===== src/rtl/vga_pixel_timing.sv =====
// Raster timing generator and 24-bit RGB stream sink that locks to stream start-of-frame.
// Define VGA_TEST_PATTERN_EN to build the internal colour-bar generator selected by test_en.
module vga_pixel_timing #(
    parameter int unsigned H_ACTIVE      = 640,
    parameter int unsigned H_FP          = 16,
    parameter int unsigned H_SYNC        = 96,
    parameter int unsigned H_BP          = 48,
    parameter int unsigned V_ACTIVE      = 480,
    parameter int unsigned V_FP          = 10,
    parameter int unsigned V_SYNC        = 2,
    parameter int unsigned V_BP          = 33,
    parameter logic        SYNC_POL      = 1'b0,
    parameter logic [23:0] UNDERFLOW_RGB = 24'hFF00FF
) (
    input  logic        CLK,
    input  logic        RST_N,
    input  logic        pix_valid,
    output logic        pix_ready,
    input  logic        pix_sof,
    input  logic [23:0] pix_data,
    input  logic        test_en,
    output logic        vga_hsync,
    output logic        vga_vsync,
    output logic        vga_blank,
    output logic [7:0]  vga_red,
    output logic [7:0]  vga_green,
    output logic [7:0]  vga_blue,
    output logic        frame_start,
    output logic [15:0] underflow_cnt,
    output logic        resync
);

    localparam int unsigned H_TOTAL = H_ACTIVE + H_FP + H_SYNC + H_BP;
    localparam int unsigned V_TOTAL = V_ACTIVE + V_FP + V_SYNC + V_BP;

    localparam logic [10:0] HC_LAST = 11'(H_TOTAL - 1);
    localparam logic [10:0] VC_LAST = 11'(V_TOTAL - 1);
    localparam logic [10:0] HA_END  = 11'(H_ACTIVE);
    localparam logic [10:0] VA_END  = 11'(V_ACTIVE);
    localparam logic [10:0] HS_BEG  = 11'(H_ACTIVE + H_FP);
    localparam logic [10:0] HS_END  = 11'(H_ACTIVE + H_FP + H_SYNC);
    localparam logic [10:0] VS_BEG  = 11'(V_ACTIVE + V_FP);
    localparam logic [10:0] VS_END  = 11'(V_ACTIVE + V_FP + V_SYNC);

    typedef enum logic {
        ST_HUNT = 1'b0,
        ST_LOCK = 1'b1
    } state_t;

    state_t      r_state;
    logic [10:0] r_hc;
    logic [10:0] r_vc;
    logic        r_hsync;
    logic        r_vsync;
    logic        r_blank;
    logic [23:0] r_rgb;
    logic        r_frame_start;
    logic        r_resync;
    logic [15:0] r_underflow_cnt;

    logic        w_active;
    logic        w_origin;
    logic        w_hsync_on;
    logic        w_vsync_on;
    logic        w_sof_early;
    logic        w_tp_on;
    logic [23:0] w_bar_rgb;
    logic [23:0] w_rgb;
    logic        w_resync;
    logic        w_uf_inc;
    state_t      w_state_nxt;

    always_ff @(posedge CLK or negedge RST_N) begin
        if (!RST_N) begin
            r_hc <= '0;
            r_vc <= '0;
        end else if (r_hc == HC_LAST) begin
            r_hc <= '0;
            r_vc <= (r_vc == VC_LAST) ? '0 : r_vc + 11'd1;
        end else begin
            r_hc <= r_hc + 11'd1;
        end
    end

    assign w_active    = (r_hc < HA_END) && (r_vc < VA_END);
    assign w_origin    = (r_hc == '0) && (r_vc == '0);
    assign w_hsync_on  = (r_hc >= HS_BEG) && (r_hc < HS_END);
    assign w_vsync_on  = (r_vc >= VS_BEG) && (r_vc < VS_END);
    assign w_sof_early = pix_valid && pix_sof && !w_origin;

`ifdef VGA_TEST_PATTERN_EN
    localparam logic [10:0] BAR_W = 11'((H_ACTIVE / 8 > 0) ? H_ACTIVE / 8 : 1);

    logic [10:0] w_bar_col;
    logic [2:0]  w_bar_sel;

    // Bar order white..black is the binary count with R=~b1, G=~b2, B=~b0.
    assign w_bar_col = r_hc / BAR_W;
    assign w_bar_sel = (w_bar_col > 11'd7) ? 3'd7 : w_bar_col[2:0];
    assign w_bar_rgb = {{8{~w_bar_sel[1]}}, {8{~w_bar_sel[2]}}, {8{~w_bar_sel[0]}}};
    assign w_tp_on   = test_en;
`else
    logic w_unused_test_en;

    assign w_unused_test_en = test_en;
    assign w_bar_rgb        = '0;
    assign w_tp_on          = 1'b0;
`endif

    always_comb begin
        pix_ready = 1'b0;
        if (!w_tp_on) begin
            if (r_state == ST_HUNT) begin
                pix_ready = pix_valid && (!pix_sof || w_origin);
            end else begin
                pix_ready = w_active && !w_sof_early;
            end
        end
    end

    always_comb begin
        w_rgb       = '0;
        w_resync    = 1'b0;
        w_uf_inc    = 1'b0;
        w_state_nxt = r_state;
        if (w_tp_on) begin
            if (w_active) begin
                w_rgb = w_bar_rgb;
            end
        end else if (r_state == ST_HUNT) begin
            if (w_origin && pix_valid && pix_sof) begin
                w_rgb       = pix_data;
                w_state_nxt = ST_LOCK;
            end
        end else if (w_active) begin
            // A missing pixel is not waited for: its slot is filled and the stream moves on.
            if (!pix_valid) begin
                w_rgb    = UNDERFLOW_RGB;
                w_uf_inc = 1'b1;
            end else if (w_sof_early) begin
                w_resync    = 1'b1;
                w_state_nxt = ST_HUNT;
            end else begin
                w_rgb = pix_data;
                if (w_origin && !pix_sof) begin
                    w_resync    = 1'b1;
                    w_state_nxt = ST_HUNT;
                end
            end
        end
    end

    always_ff @(posedge CLK or negedge RST_N) begin
        if (!RST_N) begin
            r_state         <= ST_HUNT;
            r_hsync         <= ~SYNC_POL;
            r_vsync         <= ~SYNC_POL;
            r_blank         <= 1'b1;
            r_rgb           <= '0;
            r_frame_start   <= 1'b0;
            r_resync        <= 1'b0;
            r_underflow_cnt <= '0;
        end else begin
            r_state       <= w_state_nxt;
            r_hsync       <= w_hsync_on ? SYNC_POL : ~SYNC_POL;
            r_vsync       <= w_vsync_on ? SYNC_POL : ~SYNC_POL;
            r_blank       <= ~w_active;
            r_rgb         <= w_rgb;
            r_frame_start <= w_origin;
            r_resync      <= w_resync;
            if (w_uf_inc && (r_underflow_cnt != '1)) begin
                r_underflow_cnt <= r_underflow_cnt + 16'd1;
            end
        end
    end

    assign vga_hsync     = r_hsync;
    assign vga_vsync     = r_vsync;
    assign vga_blank     = r_blank;
    assign vga_red       = r_rgb[23:16];
    assign vga_green     = r_rgb[15:8];
    assign vga_blue      = r_rgb[7:0];
    assign frame_start   = r_frame_start;
    assign resync        = r_resync;
    assign underflow_cnt = r_underflow_cnt;

endmodule


===== config.mk =====
export PLATFORM = sky130hd
export DESIGN_NAME = vga_pixel_timing
export DESIGN_NICKNAME = d
export VERILOG_FILES = /design/src/rtl/vga_pixel_timing.sv
export SDC_FILE = /design/constraint.sdc
export NUM_CORES = 1
export LEC_CHECK = 0
export BUFFER_PORTS_ARGS = -buffer_cell sky130_fd_sc_hd__buf_4
export CAP_MARGIN = 20
export CELL_PAD_IN_SITES_DETAIL_PLACEMENT = 1
export CELL_PAD_IN_SITES_GLOBAL_PLACEMENT = 2
export CORE_MARGIN = 2
export CORE_UTILIZATION = 35
export CTS_BUF_LIST = sky130_fd_sc_hd__clkbuf_8
export DETAILED_ROUTE_END_ITERATION = 10
export GPL_ROUTABILITY_DRIVEN = 1
export PLACE_DENSITY = 0.88
export SYNTH_ARGS = -nofsm -noshare
export SYNTH_HDL_FRONTEND = slang
export SYNTH_SLANG_ARGS = --single-unit

===== constraint.sdc =====
create_clock -name CLK -period 2.07 [get_ports CLK]
set_input_delay 0.207 -clock CLK [delete_from_list [all_inputs] [get_ports CLK]]
set_output_delay 0.207 -clock CLK [all_outputs]
set_load 0.02 [all_outputs]

==> metrics, run 1 <==
largest family of logic cells by synthesized area=simple AND/OR/NAND/NOR gates; crit path max fanout=2; Unique masters post-synth=54; share of cells above drive strength 1=0.350; Critical Path RT=1.86 ns; initial antenna violation count=0; Synth Area per Inst=10.8 um^2; CP startpoint kind=flop; # IOs=75; Clock Path Buffers=2; clock skew=0.0148 ns; clock root cell=clkbuf_8; drt wl/cell=16.5 um; routed vias/inst=5.22; Hold WC Path Type=in -> reg; clk sink count=68; reg2reg end=underflow_cnt[12]; setup ws final=0.0174 ns; site row count=35; largest net degree at the start of global routing=69; Leak=2.08 nW; Most used DFF post-synth=dfrtp_1; DP Area=4030 um^2; drt drc=0; Cells after DPL=510; relative slew slack=0.425; EDFF count, synth=0; Crit Path Class=reg -> out; Die Y=102 um; Antenna Nets Post-Route=0; Syn Inst Count=310; FFs w/ async S/R, synth=1.00; Synth warnings=0; TritonCTS clock tree=yes; WHS Endpoint=r_rgb[6]; CP endpoint kind=output port; pwr dens=751 nW/um^2; adder-cell share of the synthesized area=0.0187; drt initial violations=73; fin crit period=2.05 ns; WL final=8.87 mm; Clock Latency Late Sink=0.35 ns; Fin. Hold Viols=0; DR vias=2809; measured slew at the worst slew-check pin=0.862 ns; ranking of synthesized cells by area=dfrtp_1 (49%), xnor2_1 (5.0%), a31oi_1 (3.7%); cell area after layout=4400 um^2; Die Span X=102 um; first-pass GRT wire length=14.3 mm; CTS Buf Count=9; hold_sp=pix_data[6]; post-synthesis register bit count=68; Synth Area in Simple Gates=0.216; worst ir drop on vdd=0.260 mV; # diodes=0; Critical Path AT=1.85 ns; Net Count, Synth=344; compound-cell area share of the yosys netlist=0.109; Final TNS setup=0 ns; reg-to-reg startpoint=r_vc[10]; Total Die Area=10300 um^2; Post-Syn Area=3340 um^2; GP Congestion=0.820; R2R cell count=7; Synth area leader=dfrtp_1; Initial Utilization=0.362; setup violators final=0; xor/xnor cell area share of the yosys netlist=0.0734; P&R area growth vs syn=31.7%; Max Cap Viol=0; Layout Cells excl Fill=538; DRT Pass-1 Iters=4; flop2flop setup slack=0.02 ns; Seq/Total Area, Yosys=0.510; RSZ-0062 raised after global routing=yes; Final Max Tran Viols=0; Final nets=438; H-tree Lvls=3; vias in the first global route=2898; post-synthesis mux area share=0.0101; WHS Path Cells=3; fin crit share=0.992; status=finished, final reports clean; total grt overflow=0; crit path from=r_vc[10]; core area=9240 um^2; achievable frequency=487 MHz; CTS clk-pin slew, worst paths=0.08 ns; GRT Total Usage=0.176; Yosys top cell area share=0.487; DPL Wire Length=6.03 mm; count of input and output buffers=73; DP Worst Slack=0.132 ns
-- layer usage --
metal,share of wire,track usage,vias up
met5,0,0,-
met4,0.013,0.0530,0
met3,0.043,0.0462,14
met2,0.51,0.297,54
met1,0.44,0.222,1437
li1,-,-,1304
-- worst max-delay path by stage --
stage | to | depth (start not counted)
floorplan | pix_ready | 5
global placement | underflow_cnt[9] | 5
detailed placement | underflow_cnt[12] | 5
CTS | pix_ready | 5
global route | pix_ready | 7
finish | pix_ready | 5
-- Yosys cell counts, types with 2 or more instances --
master and number:
dfrtp_1 65, inv_1 21, a31oi_1 20, nand4_1 20, xnor2_1 19, nand3_1 14, nor2_1 12, and3_1 11
nand2_1 11, o21ai_0 11, xor2_1 9, nor3b_1 8, o21ai_1 7, and4_1 6, and2_1 5, clkbuf_1 5
ha_1 5, nor3_1 5, nor4_1 4, o21ai_2 4, buf_2 3, clkbuf_8 3, dfstp_2 3, mux2_2 3
a21oi_1 2, and4_2 2, nand2b_1 2, o21a_1 2, o2bb2ai_1 2, or4_1 2
-- per-stage QoR --
step                utilization  hold WS (ns)  power [mW]
finish                    0.476         0.107        3.31
global route              0.476        0.0898        3.47
CTS                       0.467        0.0827        3.33
detailed placement        0.436         0.382        2.16
global placement          0.436         0.374        2.13
floorplan                     -       -0.0886        1.83
-- cell families after synthesis --
family | count (synthesis)
xor+xnor | 28
compound gates | 55
buf+inv | 38
fa+ha+maj | 5
flops | 68
simple gates | 113
mux | 3
-- report_power, final --
part | leakage (nW) | internal [mW] | switching [mW]
clock network | 0.0959 | 0.586 | 0.540
logic | 1.07 | 0.313 | 0.375
registers | 0.905 | 1.42 | 0.0713
total | 2.08 | 2.32 | 0.986
-- sequential cells by signal, indices dropped and copies added (netlist names), 11 cells and up --
signal	count
r_hc	11
r_rgb	24
r_vc	11
underflow_cnt	16
-- critical path, stage by stage, from the launching register on --
cell and delay [ns]:
dfrtp_2 0.41, or4b_4 0.55, nor3_4 0.23, a21oi_2 0.05, a21oi_2 0.12, buf_6 0.13
-- what timing repair did --
item                                    4_1_cts  5_1_grt
resized for setup                             9        6
endpoints found under the hold margin        23        0
buffers inserted                              5        4
pin swaps                                     4        1
hold buffers                                  1        0
endpoints found under the setup margin        1       11
gates cloned                                  0        2
-- cell type report --
class	instances	area, um^2
sequential	68	1710
clock inverter	6	65.1
clock buffer	10	138
timing repair buffer	99	774
fill	1029	4840
inverter	22	82.6
tap	129	161
multi-input combinational	204	1470
-- cell usage in the layout (no fill, tap or decap), types with 2 or more instances in the layout --
cell type,n
and3_1,11
dfrtp_1,64
buf_4,94
nor4b_4,2
or4_1,2
dfstp_2,3
nor2_1,12
a21oi_2,3
o21ai_0,11
inv_1,21
xor2_1,9
and4_1,6
nand2b_1,2
ha_1,5
o21ai_1,7
xnor2_1,19
nor3_1,3
o2bb2ai_1,2
nand2_1,11
nor3_2,2
and2_4,2
o21a_1,2
clkbuf_8,10
clkinvlp_4,3
mux2_2,3
nand4_1,20
nand3_1,14
o21ai_2,4
and2_1,4
nor4_1,4
nor3b_1,8
a31oi_1,20
Power figures use the tool's default switching activity.
==> run 2: changes to the inputs <==
- CORE_UTILIZATION: 35 -> 30
- PLACE_DENSITY: 0.88 -> 0.78
==> run 2 against run 1 <==
Sequential share of layout area decreased by 0.28 points. Clock skew is 0.0063 ns lower. Register-to-register slack improved by 0.13 ns. First-iteration DRC count increased by 12%. Fmax is 2.5% higher. Worst setup slack gained 0.050 ns. Clock power rose by 8%. Routed wire length decreased by 5.1%. Utilization fell by 6.7 points. Non-clock buffer count down 1. Largest power group unchanged. Highest routed layer unchanged.
==> metrics, run 2 (synthesized netlist as in run 1, its figures left out) <==
Die Span X=110 um; Clock Path Buffers=2; TritonCTS clock tree=yes; site row count=38; measured slew at the worst slew-check pin=0.595 ns; DPL Wire Length=6.26 mm; status=finished, final reports clean; drt drc=0; Final nets=437; setup violators final=0; clock skew=0.00852 ns; share of cells above drive strength 1=0.353; clock root cell=clkbuf_8; fin crit share=0.968; initial antenna violation count=0; vias in the first global route=2883; Initial Utilization=0.308; routed vias/inst=5.00; RSZ-0062 raised after global routing=yes; crit path max fanout=4; flop2flop setup slack=0.15 ns; Biggest register=r_rgb; commonest non-fill, non-tap cell in the layout=buf_4; reg-to-reg startpoint=r_hc[10]; DR vias=2742; CTS clk-pin slew, worst paths=0.08 ns; relative slew slack=0.600; Hold WC Path Type=in -> reg; WHS Path Cells=3; Die Y=110 um; WL final=8.41 mm; worst ir drop on vdd=0.320 mV; DP Area=4090 um^2; Max Cap Viol=0; most frequent cells in the layout=buf_4 (95), dfrtp_1 (64), inv_1 (21); core area=10800 um^2; total grt overflow=0; H-tree Lvls=3; # IOs=75; DRT Pass-1 Iters=4; P&R area growth vs syn=32.7%; # diodes=0; DP Worst Slack=0.125 ns; cell area after layout=4430 um^2; GRT Total Usage=0.148; hold_sp=pix_data[19]; Clock Latency Late Sink=0.34 ns; R2R cell count=5; CP endpoint kind=output port; Antenna Nets Post-Route=0; setup ws final=0.0672 ns; Leak=2.09 nW; Critical Path RT=1.86 ns; max reg flops=24; drt wl/cell=15.4 um; achievable frequency=499 MHz; Fin. Hold Viols=0; Crit Path Class=reg -> out; pwr dens=761 nW/um^2; CTS Buf Count=9; WHS Endpoint=r_rgb[19]; Final Max Tran Viols=0; clk sink count=68; first-pass GRT wire length=13.9 mm; drt initial violations=82; largest net degree at the start of global routing=40; GP Congestion=0.780; CP startpoint kind=flop; Total Die Area=12000 um^2; reg2reg end=underflow_cnt[4]; count of input and output buffers=73; Hold Slack=0.123 ns; Critical Path AT=1.80 ns; fin crit period=2.00 ns
run 2: changes by cell type in the layout (fill, tap and decap cells not counted), sizes merged:
cell | before | now
buf | 96 | 97
bufinv | 1 | 2
clkbuf | 12 | 10
clkinv | 2 | 5
clkinvlp | 3 | 0
inv | 22 | 21
run 2: final cells by class:
cell class | count | area [um^2]
Clock buffer | 10 | 138
Tap cell | 140 | 175
Fill cell | 1239 | 6410
Clock inverter | 6 | 87.6
Timing Repair Buffer | 98 | 754
Inverter | 22 | 82.6
Sequential cell | 68 | 1710
Multi-Input combinational cell | 204 | 1490
run 2: routing by layer:
metal	vias up	part of all wire	global-route usage	routed length, um
met4	0	0.013	0.0416	110
met1	1363	0.43	0.180	3650
met3	11	0.058	0.0456	484
li1	1307	-	-	-
met2	61	0.50	0.252	4170
met5	-	0	0	0
run 2: timing repair:
| item | in CTS | in global routing |
|---|---|---|
| buffers inserted | 4 | 2 |
| resized for setup | 7 | 7 |
| endpoints found under the setup margin | 1 | 2 |
| pin swaps | 2 | 5 |
| hold endpoints to repair | 36 | 0 |
| hold buffers | 1 | 0 |
run 2: worst max-delay path: stages (launching register included):
cell     delay [ns]
dfrtp_1        0.40
inv_1          0.12
ha_2           0.19
nor4b_4        0.22
and2_4         0.21
a21oi_4        0.06
a21oi_2        0.13
buf_6          0.13
run 2: stage by stage:
stage / util / power (mW) / instances / TNS [ns]
after floorplan: - / 1.83 / 310 / 0
after global placement: 0.377 / 2.15 / 525 / 0
after detailed placement: 0.377 / 2.18 / 525 / 0
after CTS: 0.404 / 3.44 / 546 / -0.000451
after global routing: 0.409 / 3.56 / 548 / -0.0637
final: 0.409 / 3.37 / 548 / 0
run 2: power breakdown:
group | internal, mW | switching (mW) | total (mW)
Sequential | 1.42 | 0.0653 | 1.49
Clock | 0.711 | 0.509 | 1.22
Combinational | 0.298 | 0.370 | 0.668
run 2: how the worst max path moves through the flow:
stage	startpoint	endpoint	slack (ns)
floorplan	r_hc[10]	pix_ready	0.03
global placement	r_vc[10]	underflow_cnt[4]	0.18
detailed placement	r_vc[10]	underflow_cnt[4]	0.13
CTS	r_hc[10]	pix_ready	-0.0005
global route	r_vc[1]	pix_ready	-0.06
finish	r_vc[1]	pix_ready	0.07
